$ cat src/rtl/sqrt_pkg.sv
// Shared definitions for the square-root operand normaliser.
package sqrt_pkg;

    typedef enum logic [1:0] {
        IDLE  = 2'd0,
        SHIFT = 2'd1,
        HOLD  = 2'd2
    } sqrt_norm_state_e;

    // Operand width rounded up to a whole number of bit pairs.
    function automatic int even_width(input int w);
        return w + (w % 2);
    endfunction

    // Width of the pair-shift counter: enough for even_width(w)/2 - 1, at least 1.
    function automatic int shift_width(input int w);
        int half;
        half = even_width(w) / 2;
        return (half <= 1) ? 1 : $clog2(half);
    endfunction

endpackage

$ cat src/rtl/sqrt_norm_uns.sv
// Operand normaliser for the unsigned restoring square-root array: shifts the
// operand left by bit pairs until the top pair is non-zero and reports the count.
module sqrt_norm_uns
    import sqrt_pkg::*;
#(
    parameter int WIDTH_X = 8
) (
    input  logic                               clk_i,
    input  logic                               rst_i,
    input  logic                               in_valid_i,
    output logic                               in_ready_o,
    input  logic [WIDTH_X-1:0]                 x_i,
    output logic                               out_valid_o,
    input  logic                               out_ready_i,
    output logic [even_width(WIDTH_X)-1:0]     xn_o,
    output logic [shift_width(WIDTH_X)-1:0]    shift_o,
    output logic                               zero_o
);

    localparam int WE = even_width(WIDTH_X);
    localparam int WS = shift_width(WIDTH_X);

    sqrt_norm_state_e r_state, w_state_nxt;
    logic [WE-1:0]    r_opnd;
    logic [WS-1:0]    r_cnt;
    logic             r_zero;

    logic [WE-1:0]    w_ext;
    logic [WE-1:0]    w_shifted;
    logic             w_accept;
    logic             w_ready;
    sqrt_norm_state_e w_load_state;

    assign w_ext     = WE'(x_i);
    assign w_shifted = r_opnd << 2;
    assign w_accept  = in_valid_i & w_ready;

    // A zero or already-normalised operand goes straight to HOLD.
    assign w_load_state = ((x_i == '0) || (w_ext[WE-1 -: 2] != 2'b00)) ? HOLD : SHIFT;

    // Next-state and handshake decode; ready is held low while reset is asserted.
    always_comb begin
        w_state_nxt = r_state;
        w_ready     = 1'b0;
        case (r_state)
            IDLE: begin
                w_ready = 1'b1;
                if (in_valid_i) w_state_nxt = w_load_state;
            end
            SHIFT: begin
                if (w_shifted[WE-1 -: 2] != 2'b00) w_state_nxt = HOLD;
            end
            HOLD: begin
                w_ready = out_ready_i;
                if (out_ready_i) w_state_nxt = in_valid_i ? w_load_state : IDLE;
            end
            default: w_state_nxt = IDLE;
        endcase
        if (rst_i) w_ready = 1'b0;
    end

    // State register.
    always_ff @(posedge clk_i or posedge rst_i) begin
        if (rst_i) r_state <= IDLE;
        else       r_state <= w_state_nxt;
    end

    // Operand, pair count and zero flag: load on accept, shift one pair per SHIFT cycle.
    always_ff @(posedge clk_i or posedge rst_i) begin
        if (rst_i) begin
            r_opnd <= '0;
            r_cnt  <= '0;
            r_zero <= 1'b0;
        end else if (w_accept) begin
            r_opnd <= w_ext;
            r_cnt  <= '0;
            r_zero <= (x_i == '0);
        end else if (r_state == SHIFT) begin
            r_opnd <= w_shifted;
            r_cnt  <= r_cnt + WS'(1);
        end
    end

    assign in_ready_o  = w_ready;
    assign out_valid_o = (r_state == HOLD);
    assign xn_o        = r_opnd;
    assign shift_o     = r_cnt;
    assign zero_o      = r_zero;

endmodule

$ cat config.mk
export PLATFORM = sky130hd
export DESIGN_NAME = sqrt_norm_uns
export DESIGN_NICKNAME = d
export VERILOG_FILES = /design/src/rtl/sqrt_pkg.sv /design/src/rtl/sqrt_norm_uns.sv
export SDC_FILE = /design/constraint.sdc
export NUM_CORES = 1
export LEC_CHECK = 0
export ABC_AREA = 0
export CAP_MARGIN = 20
export CELL_PAD_IN_SITES_DETAIL_PLACEMENT = 0
export CELL_PAD_IN_SITES_GLOBAL_PLACEMENT = 1
export CORE_UTILIZATION = 32
export CTS_CLUSTER_DIAMETER = 150
export CTS_CLUSTER_SIZE = 30
export DETAILED_ROUTE_END_ITERATION = 16
export HOLD_SLACK_MARGIN = 0.15
export PLACE_DENSITY_LB_ADDON = 0.1
export SLEW_MARGIN = 20
export SYNTH_ARGS = -nofsm -noshare
export SYNTH_HDL_FRONTEND = slang
export SYNTH_SLANG_ARGS = --single-unit
$ cat constraint.sdc
create_clock -name clk_i -period 1.87 [get_ports clk_i]
set_input_delay 0.2805 -clock clk_i [delete_from_list [all_inputs] [get_ports clk_i]]
set_output_delay 0.2805 -clock clk_i [all_outputs]
set_load 0.005 [all_outputs]
==> impl_metrics.toml <==
[setup_path]
cp.arrival_ps = 1460
crit_required_ps = 1590
r2r-start = "r_state[1]"
slowest_stage = "clkdlybuf4s50_1"
crit_chain = "nor2b_1 -> clkdlybuf4s50_1"
worst_path_largest_cell_delay_ps = 520
r2r_slack_ps = 220
end_kind = "output pin"
critPathKind = "reg2out"
critPathLaunchType = "flip-flop"
reg2reg_depth = 4
path_max_fanout = 9
reg2reg_to = "xn_o[2]"

[synthesis]
syn_area_per_cell_um2 = 11.6
syn_nets = 71
synth_seq_cells = 13
synth.area.top_cells = "dfrtp_1 (48%), mux2_2 (13%), mux2_1 (8.2%)"
synthTopCellsByCount = "dfrtp_1 (13), mux2_2 (8), mux2_1 (5)"
ys.flop_type = "dfrtp_1"
synth_edf_count = 0
yosysTopAreaCell = "dfrtp_1"
yosysSeqAreaShare_pct = 47.5
ys_async_sr_fraction_pct = 100
post_synth_num_cell_types = 26
synthesis.area_um2 = 684
synthCells = 59
synth_top_area_share_pct = 47.5
yosys_warnings = 0
synth.most_common_cell = "dfrtp_1"

[die]
start_util_pct = 34.5
die_area_um2 = 2330
placement_rows = 16
die_w_um = 48.2
die_y_um = 48.2
io_pins = 25
core_um2 = 1980

[grt]
grt_use_met1_pct = 19.9
track_usage_pct = 15.0
use_met2_pct = 22.7
gr-total-overflow = 0
grt_pass1_vias = 481
grt_start_max_net_pins = 14
grtUsageMet3_pct = 3.33
grt_pass1_wl_um = 2240
grt_busiest_layer = "met2"
antenna_found_initial = 0

[outcome]
status = "finished clean"

[routing]
first_pass_iters = 3
antenna_left = 0
wire_per_inst_um = 12.9
via_per_inst = 4.63
first_iter_violations = 3
vias = 532
drc_errors = 0
wl_um = 1480

[clock_tree]
postCtsHoldBufs = 0
cts_buffers = 3
clk_latency_ps = 270
cts.path.max_buffers = 2
clk_pin_slew_ps = 80
cts_tree = "yes"
clockRootBuffer = "clkbuf_4"
clock-sinks = 13
ctsHtreeMaxLevel = 1

[pwr]
p_leak_nw = 0.436
power_density_nw_per_um2 = 1200
internal-power_w = 0.000852
p_seq_share_pct = 40.6
p_comb_share_pct = 45.0
p_sw_share_pct = 28.8
clkPwrFrac_pct = 14.5
peakVddDrop_mv = 0.660
p_switching_w = 0.000344

[finish]
nets = 101
utilization_pct = 50.3
syn_to_final_growth_pct = 45.7
layout-drive-gt1-share_pct = 18.2
fill_cells = 201
antennaDiodeCount = 0
postLayoutCellArea_um2 = 997
stdcell_count = 115

[sta]
hold_viol = 0
post-route-period-util_pct = 93.3
worst_pin_slew_ps = 510
setup_tns_ps = 0
fmax_mhz = 573
skew_ps = 7.61
grt_setup_unrepaired = "false"
slew_headroom_pct = 66.0
slew_violations = 0
fin_crit_ps = 1740
setup_violations = 0
setup_ws_ps = 126

[placement]
port_buffers = 24
gp_congestion = 0.660
place_inst = 110
dp_hpwl_um = 1070
pre_cts_slack_ps = 75.3
dpl_cell_area_um2 = 961

[worst_hold_path]
hold_path.class = "in2async"

[flow_run]
drv_cap = 0
-- cells by family (layout without fill, tap and decap cells) --
group / Yosys count / after routing / share of synthesized area, %
AND/OR/NAND/NOR: 19 / 19 / 17.0
multiplexers: 15 / 15 / 24.3
flip-flops: 13 / 13 / 47.5
buffers and inverters: 6 / 35 / 4.02
AO/OA/AOI/OAI: 4 / 4 / 4.57
XOR/XNOR: 2 / 2 / 2.56
-- worst max-delay path: cells and delay by family, from the launching register on --
family	cells	cell delay, ps
DFF	1	480
buffers and inverters	1	520
and+or+nand+nor	1	190
-- placed cells by master, fill, tap and decap left out, types with 2 or more instances in the layout --
master	instances
mux2_2	8
nor2b_1	3
clkdlybuf4s50_1	23
mux2i_1	2
inv_1	4
mux2_1	5
dfrtp_1	13
nor2_1	4
nand2_1	2
clkbuf_4	3
buf_4	3
-- power groups by stage --
stage	Sequential, W	Combinational (W)	Clock [W]
floorplan	0.000483	0.000240	0
global placement	0.000493	0.000529	0
detailed placement	0.000491	0.000531	0
CTS	0.000488	0.000533	0.000182
global route	0.000504	0.000593	0.000197
finish	0.000485	0.000538	0.000173
-- what timing repair did --
item                                    in CTS  in global routing
endpoints found under the hold margin        0                  0
setup buffers                                0                  1
endpoints found under the setup margin       0                  1
resized for setup                            0                  1
-- how the worst max path moves through the flow --
stage,end,slack [ps],cells past startpoint,from
after floorplan,xn_o[2],420,4,r_state[1]
after global placement,in_ready_o,100,4,out_ready_i
after detailed placement,in_ready_o,80,4,out_ready_i
after CTS,in_ready_o,30,3,r_state[1]
after global routing,out_valid_o,40,2,r_state[0]
final,out_valid_o,130,2,r_state[0]
-- registers in the layout (all words and copies together), names as in the netlist --
signal	count
zero_o	1
r_state	2
xn_o	8
shift_o	2
-- routing by layer --
layer  up-vias  routed length, µm
li1        268                  -
met1       251                756
met2        11                666
met3         2                 47
met4         0                 13
met5         -                  0
-- layout make-up --
| cell class | count | area (µm²) | area share, % |
|---|---|---|---|
| tap | 27 | 33.8 | 3.39 |
| multi-input combinational | 40 | 332 | 33.2 |
| sequential | 13 | 325 | 32.6 |
| timing repair buffer | 27 | 265 | 26.6 |
| clock buffer | 4 | 26.3 | 2.63 |
| inverter | 4 | 15.0 | 1.51 |
-- through the flow --
step	total power, W	hold slack, ps
floorplan	0.000724	157
global placement	0.00102	497
detailed placement	0.00102	499
CTS	0.00120	424
global route	0.00129	469
finish	0.00120	403
Power figures use the tool's default switching activity.
